**config.mk**
```make
export PLATFORM = sky130hd
export DESIGN_NAME = alu_arbiter
export DESIGN_NICKNAME = d
export VERILOG_FILES = /design/src/rtl/alu_arbiter.sv
export SDC_FILE = /design/constraint.sdc
export NUM_CORES = 1
export LEC_CHECK = 0
export CAP_MARGIN = 20
export CORE_AREA = 2 2 117 131
export DETAILED_ROUTE_END_ITERATION = 12
export DIE_AREA = 0 0 119 133
export PLACE_DENSITY = 0.74
export SLEW_MARGIN = 20
export SYNTH_ARGS = -nofsm -noshare
export SYNTH_HDL_FRONTEND = slang
export SYNTH_SLANG_ARGS = --single-unit
```
**constraint.sdc**
```tcl
create_clock -name clk -period 1.8 [get_ports clk]
set_clock_uncertainty 0.1 [all_clocks]
set_input_delay 0.36 -clock clk [delete_from_list [all_inputs] [get_ports clk]]
set_output_delay 0.36 -clock clk [all_outputs]
set_load 0.03 [all_outputs]
```
**src/rtl/alu_arbiter.sv**
```systemverilog
// Round-robin arbiter and phase sequencer for the shared multi-cycle ALU.
// Latches the winner's operation, walks the ALU phase counter once, returns result and done.
module alu_arbiter #(
  parameter int unsigned Width = 32
) (
  input  logic             clk,
  input  logic             reset,
  input  logic             req0,
  input  logic             req1,
  input  logic [3:0]       ctrl0,
  input  logic [3:0]       ctrl1,
  input  logic [Width-1:0] a0,
  input  logic [Width-1:0] a1,
  input  logic [Width-1:0] b0,
  input  logic [Width-1:0] b1,
  output logic             done0,
  output logic             done1,
  output logic             gnt0,
  output logic             gnt1,
  output logic [Width-1:0] result,
  output logic             zero_out,
  output logic             err,
  output logic             busy,
  output logic [2:0]       alu_counter,
  output logic [3:0]       alu_control,
  output logic [Width-1:0] alu_a1,
  output logic [Width-1:0] alu_a2,
  input  logic [Width-1:0] alu_out,
  input  logic             alu_zero
);

  typedef enum logic [2:0] {
    IDLE    = 3'd0,
    SETUP   = 3'd1,
    EXEC    = 3'd2,
    CAPTURE = 3'd3,
    DONE    = 3'd4
  } state_t;

  localparam logic [3:0] CtrlZero = 4'b1001;
  localparam logic [3:0] CtrlBad  = 4'b1100;
  localparam logic [3:0] CtrlDiv  = 4'b1011;
  localparam logic [3:0] CtrlMod  = 4'b1101;

  state_t           state_q, state_d;
  logic             owner_q, owner_d;
  logic             last_grant_q, last_grant_d;
  logic [3:0]       ctrl_q, ctrl_d;
  logic [Width-1:0] opa_q, opa_d;
  logic [Width-1:0] opb_q, opb_d;
  logic             perr_q, perr_d;
  logic [Width-1:0] result_q, result_d;
  logic             zero_q, zero_d;
  logic             err_q, err_d;
  logic [2:0]       cnt_q, cnt_d;
  logic             busy_q, busy_d;
  logic             gnt0_q, gnt0_d;
  logic             gnt1_q, gnt1_d;
  logic             done0_q, done0_d;
  logic             done1_q, done1_d;

  logic             vreq0, vreq1;
  logic             arb_en, grant, winner;
  logic [3:0]       win_ctrl;
  logic [Width-1:0] win_a, win_b;
  logic             win_illegal;

  // In DONE the requester being completed is masked so its still-high req cannot re-issue.
  always_comb begin
    vreq0       = req0 && !(state_q == DONE && !owner_q);
    vreq1       = req1 && !(state_q == DONE && owner_q);
    arb_en      = (state_q == IDLE) || (state_q == DONE);
    grant       = arb_en && (vreq0 || vreq1);
    winner      = (vreq0 && vreq1) ? ~last_grant_q : vreq1;
    win_ctrl    = winner ? ctrl1 : ctrl0;
    win_a       = winner ? a1 : a0;
    win_b       = winner ? b1 : b0;
    win_illegal = (win_ctrl == CtrlBad) ||
                  (((win_ctrl == CtrlDiv) || (win_ctrl == CtrlMod)) && (win_b == '0));
  end

  always_comb begin
    state_d      = state_q;
    owner_d      = owner_q;
    last_grant_d = last_grant_q;
    ctrl_d       = ctrl_q;
    opa_d        = opa_q;
    opb_d        = opb_q;
    perr_d       = perr_q;
    result_d     = result_q;
    zero_d       = zero_q;
    err_d        = err_q;
    unique case (state_q)
      IDLE, DONE: begin
        if (grant) begin
          state_d      = SETUP;
          owner_d      = winner;
          last_grant_d = winner;
          ctrl_d       = win_illegal ? CtrlZero : win_ctrl;
          opa_d        = win_a;
          opb_d        = win_b;
          perr_d       = win_illegal;
        end else begin
          state_d = IDLE;
        end
      end
      SETUP:   state_d = EXEC;
      EXEC:    state_d = CAPTURE;
      CAPTURE: begin
        state_d  = DONE;
        result_d = alu_out;
        zero_d   = alu_zero;
        err_d    = perr_q;
      end
      default: state_d = IDLE;
    endcase

    // Status outputs are registered from next-state so nothing combinational reaches a port.
    cnt_d   = state_d;
    busy_d  = (state_d != IDLE);
    gnt0_d  = busy_d && !owner_d;
    gnt1_d  = busy_d && owner_d;
    done0_d = (state_d == DONE) && !owner_d;
    done1_d = (state_d == DONE) && owner_d;
  end

  always_ff @(posedge clk) begin
    if (reset) begin
      state_q      <= IDLE;
      owner_q      <= 1'b0;
      last_grant_q <= 1'b1;
      ctrl_q       <= '0;
      opa_q        <= '0;
      opb_q        <= '0;
      perr_q       <= 1'b0;
      result_q     <= '0;
      zero_q       <= 1'b0;
      err_q        <= 1'b0;
      cnt_q        <= '0;
      busy_q       <= 1'b0;
      gnt0_q       <= 1'b0;
      gnt1_q       <= 1'b0;
      done0_q      <= 1'b0;
      done1_q      <= 1'b0;
    end else begin
      state_q      <= state_d;
      owner_q      <= owner_d;
      last_grant_q <= last_grant_d;
      ctrl_q       <= ctrl_d;
      opa_q        <= opa_d;
      opb_q        <= opb_d;
      perr_q       <= perr_d;
      result_q     <= result_d;
      zero_q       <= zero_d;
      err_q        <= err_d;
      cnt_q        <= cnt_d;
      busy_q       <= busy_d;
      gnt0_q       <= gnt0_d;
      gnt1_q       <= gnt1_d;
      done0_q      <= done0_d;
      done1_q      <= done1_d;
    end
  end

  assign done0       = done0_q;
  assign done1       = done1_q;
  assign gnt0        = gnt0_q;
  assign gnt1        = gnt1_q;
  assign result      = result_q;
  assign zero_out    = zero_q;
  assign err         = err_q;
  assign busy        = busy_q;
  assign alu_counter = cnt_q;
  assign alu_control = ctrl_q;
  assign alu_a1      = opa_q;
  assign alu_a2      = opb_q;

endmodule
```
Word level (Yosys, flattened, before mapping)
Index checks and enable logic that the tools add are counted.
{"block": "op_classes", "eq_ne": 8, "mux": 9, "bitwise_logic": 1, "n_reduce_logical": 24}
{"cell": "32-bit 2-to-1 mux", "count": 2}
{"cell": "32-bit logical NOT", "count": 1}
{"cell": "4-bit == test (second input constant)", "count": 3}
{"cell": "3-bit case mux with 4 select lines", "count": 1}
{"cell": "1-bit logical AND", "count": 11}
{"cell": "4-bit 2-to-1 mux", "count": 2}
{"cell": "3-bit by 2-bit == test with 1-bit output (second input constant)", "count": 2}
{"cell": "3-bit == test (second input constant)", "count": 2}
{"cell": "1-bit logical NOT", "count": 4}
{"cell": "1-bit logical OR", "count": 4}
{"cell": "1-bit 2-to-1 mux", "count": 4}
{"cell": "3-bit by 1-bit == test with 1-bit output (second input constant)", "count": 1}
{"cell": "3-bit logical NOT", "count": 1}
{"cell": "3-bit nonzero test", "count": 1}
{"cell": "2-bit AND reduction", "count": 1}
{"cell": "2-bit OR reduction", "count": 1}
{"cell": "1-bit inverter", "count": 1}
{"block": "totals", "register_bits": 113, "input_bits": 173, "out_inout_bits": 110, "elab_cells": 57}

Logic depth before layout (Yosys ltp)
{"block": "depth", "depth_word": 12, "depth_mapped": 8, "ltp_nobuf": 5}

Worst setup path before layout
Ideal clock, no wire load.
{"block": "synth_timing", "path_type": "register -> register", "from": "register, netlist name alu_counter[2]", "to": "register ctrl_q[1] (netlist: alu_control[1])", "setup_time_ns": 0.133, "arrival_ns": 1.735, "t_required_ns": 1.567, "path_slack_ns": -0.169, "path_stages_with_launch": 7, "path_buffers": 1, "synth_period_minus_slack_ns": 1.969, "path_cell_list": "dfxtp_1 -> nor4b_2 -> o221ai_2 -> buf_6 -> nor4_1 -> a22o_1 -> o41ai_2"}
{"element": "to (signal assigned)", "line_no": "149", "source": "ctrl_q <= ctrl_d;"}
{"element": "to (decl)", "line_no": "48", "source": "logic [3:0] ctrl_q, ctrl_d;"}

==> results_dict.tcl <==
set metrics [dict create \
    seq_area_frac_synth 0.468 \
    max_cap_viol_count 0 \
    clockRootBuffer "clkbuf_16" \
    p_leak_nw 3.99 \
    violations "negative setup slack" \
    crit_chain "nor4b_4 > o221ai_4 > buf_12 > and3_1 > a22o_1 > o41ai_2" \
    timing.fmax_mhz 541 \
    min_path_type "in2reg" \
    start_util 0.330 \
    routedWlPerCell_um 15.4 \
    path_max_fanout 18 \
    wirelength_um 16300 \
    synthTopCellsByArea "dfxtp_1 47%, mux2i_1 14%, a211oi_1 10%" \
    tightestPinTransition_ns 0.502 \
    grt_start_max_net_pins 62 \
    setup_viol 22 \
    antenna_found_initial 0 \
    drt_iter0_markers 186 \
    cp_num_buf_inv 1 \
    gp_congestion 0.786 \
    h-tree-depth 4 \
    fin_util 0.603 \
    vias 5092 \
    cp.arrival_ns 2.06 \
    synth_top_area_frac 0.468 \
    synth_cell_types 34 \
    overflow 0 \
    nets 1027 \
    ios 283 \
    port-buffer-count 282 \
    relSlewSlack 0.666 \
    num_antenna_cells 0 \
    dpl.hpwl_um 12100 \
    fin_crit_sh 1.03 \
    dieWidth_um 119 \
    routed_via_density 4.79 \
    clk_pin_slew_worst_paths_ns 0.05 \
    post-route-min-period_ns 1.85 \
    critPathCaptureType "flip-flop" \
    setup_slack_ns -0.0497 \
    synth_area_um2 4830 \
    crit_path_max_incr_delay_ns 0.36 \
    cts_buffer_depth 2 \
    fillers 1304 \
    critPathLaunchType "flip-flop" \
    peakVddDrop_mv 0.575 \
    numCtsBuffers 17 \
    synth_top_cell_by_area "dfxtp_1" \
    critPathRequiredTime_ns 2.01 \
    drive_gt1_frac 0.136 \
    crit_slowest_cell "dfxtp_4" \
    final_common_cell "clkdlybuf4s50_1" \
    antenna_left 0 \
    whs_ns 0.322 \
    outcome "complete, but fails checks" \
    clk_latency_ns 0.41 \
    route.detailed.drc 0 \
    power_mw 10.4 \
    rsz0062_at_grt "true" \
    syn_inst 535 \
    synth_nets 708 \
    p_per_area_nw_per_um2 1180 \
    slew_violations 0 \
    die_h_um 133 \
    grtUsageTotal 0.203 \
    critical_path.top_delay_family "compound AO/OA/AOI/OAI gates" \
    rows 47 \
    final-hold-violation-count 0 \
    fin_setup_tns_ns -0.488 \
    synth.avg_cell_area_um2 9.03 \
    cts_tree "built" \
    syn_to_final_growth_pct 83.0 \
    final_cell_mix "170 x clkdlybuf4s50_1, 110 x dfxtp_1, 106 x dlygate4sd2_1, 80 x nor2_1, 74 x nand2_1" \
    path_class "reg2reg" \
    grt_pass1_wl_um 25300 \
    grt_pass1_vias 5022 \
    synth_seq_cells 113 \
    yosys_warnings 0 \
    drtPass1Iterations 4 \
    clock_sinks 113 \
    core_area_um2 14600 \
    die_area_um2 15800 \
]
## synth_stat cells
library cell,n
nand4_1,4
or2_1,1
o32ai_1,1
xnor2_1,2
clkbuf_1,31
buf_6,8
dfxtp_1,113
a21oi_1,37
nor4_1,15
o221ai_2,2
nor4b_2,1
nor2_1,80
clkbuf_2,1
a22o_1,1
xor2_1,1
and3b_1,1
and3_1,1
o221ai_1,1
o21a_1,1
a211oi_1,66
nand3b_1,1
o41ai_2,2
nand2_1,74
mux2i_1,69
nor3_1,4
buf_2,4
and2_1,2
o221a_2,1
or3b_2,1
nand3_1,5
inv_1,1
a21boi_1,1
nand2b_1,1
nor2b_1,1
## registers in the layout, indices dropped and copies added, names as in the netlist
register	cells
alu_a1	32
alu_a2	32
alu_control	4
alu_counter	3
busy	1
done0	1
done1	1
err	1
gnt0	1
gnt1	1
last_grant_q	1
owner_q	1
perr_q	1
result	32
zero_out	1
## path summary, 6_finish.rpt
kind,startpoint,end,slack [ns],depth (start not counted)
setup reg to reg,alu_counter[0]$_SDFF_PP0_,alu_control[2]$_SDFFE_PP0P_,-0.05,6
hold reg to reg,result[12]$_SDFFE_PP0P_,result[12]$_SDFFE_PP0P_,0.35,2
setup / recovery,alu_counter[0]$_SDFF_PP0_,alu_control[2]$_SDFFE_PP0P_,-0.05,6
hold / removal,reset,owner_q$_SDFF_PP0_,0.32,2
## final cells by class
| cell class | count | area (um^2) | share of cell area |
|---|---|---|---|
| timing repair buffer | 344 | 3320 | 0.376 |
| multi-input combinational | 377 | 2440 | 0.276 |
| sequential | 113 | 2270 | 0.257 |
| clock buffer | 21 | 470 | 0.0532 |
| tap | 196 | 245 | 0.0278 |
| clock inverter | 10 | 86.3 | 0.00977 |
| inverter | 1 | 3.75 | 0.000425 |
## timing repair
item,4_1_cts,5_1_grt
endpoints found under the hold margin,0,0
endpoints found under the setup margin,177,72
pin swaps,1,2
gates resized for setup,116,17
gates cloned,0,2
buffers inserted,0,4
hold buffers,0,0
## layer usage
layer	vias to the layer above	track usage	routed length (um)
li1	2554	-	-
met1	2331	0.224	6730
met2	178	0.355	8050
met3	29	0.0772	1160
met4	0	0.0714	384
met5	-	0	0
## power breakdown
part | internal (mW) | total [mW] | switching, mW
clock network | 1.98 | 3.12 | 1.14
logic | 1.73 | 4.08 | 2.34
registers | 3.00 | 3.24 | 0.241
total | 6.72 | 10.4 | 3.72
## stage by stage
step                      std cells  cell area (um^2)  worst slack [ns]
final                          1062              8840           -0.0497
after detailed placement       1025              8230            -0.492
after global routing           1062              8840            -0.139
after floorplan                 535              4870           -0.0186
after CTS                      1056              8670           -0.0674
after global placement         1025              8230            -0.398
## logic make-up after synthesis
group / Yosys count / synth area share
multiplexers: 69 / 0.143
AO/OA/AOI/OAI: 113 / 0.165
buffers and inverters: 45 / 0.0487
flip-flops: 113 / 0.468
XOR/XNOR: 3 / 0.00544
AND/OR/NAND/NOR: 192 / 0.170
Power figures use the tool's default switching activity.
==> RTL edit, RTL diff (config.mk and constraints unchanged) <==
`Width`: 32 -> 28.
--- a/src/rtl/alu_arbiter.sv
+++ b/src/rtl/alu_arbiter.sv
@@ -1,7 +1,7 @@
 // Round-robin arbiter and phase sequencer for the shared multi-cycle ALU.
 // Latches the winner's operation, walks the ALU phase counter once, returns result and done.
 module alu_arbiter #(
-  parameter int unsigned Width = 32
+  parameter int unsigned Width = 28
 ) (
   input  logic             clk,
   input  logic             reset,
Interface: changed (8 resized); port bits go from 283 to 251. No check against the original RTL was run, so the function may have changed too.
==> RTL edit against the unedited design <==
- count of clock-buffer cells in the layout is 9 lower
- design area is 11% lower
- utilization is 6.5 points lower
- routed wire length is 6.9% lower
- cell count is 11% lower
- non-clock buffer count is 47 lower
- sequential cell count is 12 lower
- sequential share of layout area hardly changed
- critical path depth stayed put
- total power is 18% lower
- worst setup slack better by 0.068 ns
- synthesized area is 8.1% lower
- largest cell class unchanged
- largest power group unchanged
==> RTL edit: results (changes against the unedited design) <==
metric	value	unit	change
post_cts resized	146		+26%
Placed Area	7418	um^2	-9.8%
met1 wire length	5.935	mm	-12%
Comb power frac	43.0	%	+3.9 points
Setup WS pre-CTS	-0.7627	ns	-0.2702 ns
M1 GR Usage	20.09	%	-2.3 points
Largest delay share family, worst path	simple AND/OR/NAND/NOR gates		
post-synthesis sequential area ratio	45.55	%	-1.3 points
global routing usage on met3	6.853	%	-0.86 points
Hold EP	alu_a2[19]$_SDFFE_PP0P_		
layout cells sized above 1	17.56	%	+3.9 points
FMAX	561.2	MHz	+3.8%
vias in the first global route	4665		-7.1%
status	completed		
DR WL met2	7.538	mm	-6.4%
complex-gate fraction of the synthesized area	18.32	%	+1.8 points
Net Sw Frac	37.29	%	+1.6 points
hpwl dp	11.58	mm	-4.2%
largest net degree at the start of global routing	45		-27%
Fillers	1316		+0.92%
Slew @ Worst Pin	0.4400	ns	-0.06168 ns
WL/cell	16.12	um	+4.8%
met2 track utilization from global routing	33.56	%	-1.9 points
mux cell area share after synthesis	13.53	%	-0.77 points
clock latency at the later pin of the worst-skew pair	0.34	ns	-0.07 ns
Post-CTS Setup Repair Bufs	1		+1
Initial DRC Count	161		-13%
leakage	3.605	nW	-9.6%
total power	8.511	mW	-18%
syn_nets	624		-12%
first-pass GRT wire length	23.70	mm	-6.5%
hold slack	0.3484	ns	+0.02634 ns
initial antenna violation count	1		+1
synth top area cells	dfxtp_1 (46%), mux2i_1 (14%), a211oi_2 (8.5%), nor2_1 (6.0%), nand2_1 (5.3%)		
-- RTL edit: cell types whose count changed in the layout (fill, tap and decap cells not counted), moves of 6 or more --
cell,delta
nand2_1,-11
dlygate4sd2_1,+16
clkdlybuf4s50_1,-62
mux2i_1,-17
a211oi_2,+26
nor4_1,-14
nor2_1,-10
buf_4,-12
mux2i_2,+8
a211oi_1,-34
dlymetal6s2s_1,+17
dfxtp_1,-12
nor4_2,+6
clkbuf_16,-10
-- RTL edit: cells by family after synthesis --
family | count (synthesis)
AOI/OAI and AO/OA | 98
xor gates and xnor gates | 3
buffers and inverters | 38
DFF | 101
muxes | 60
and+or+nand+nor | 171
-- RTL edit: cell type report --
cell class	instances	share of cell area, %
well taps	196	3.108
clock buffers	12	3.250
flip-flops and latches	101	25.70
inverters	1	0.04757
clock inverters	3	0.5708
repair buffers	297	36.44
multi-input cells	332	30.85
diodes	1	0.03171
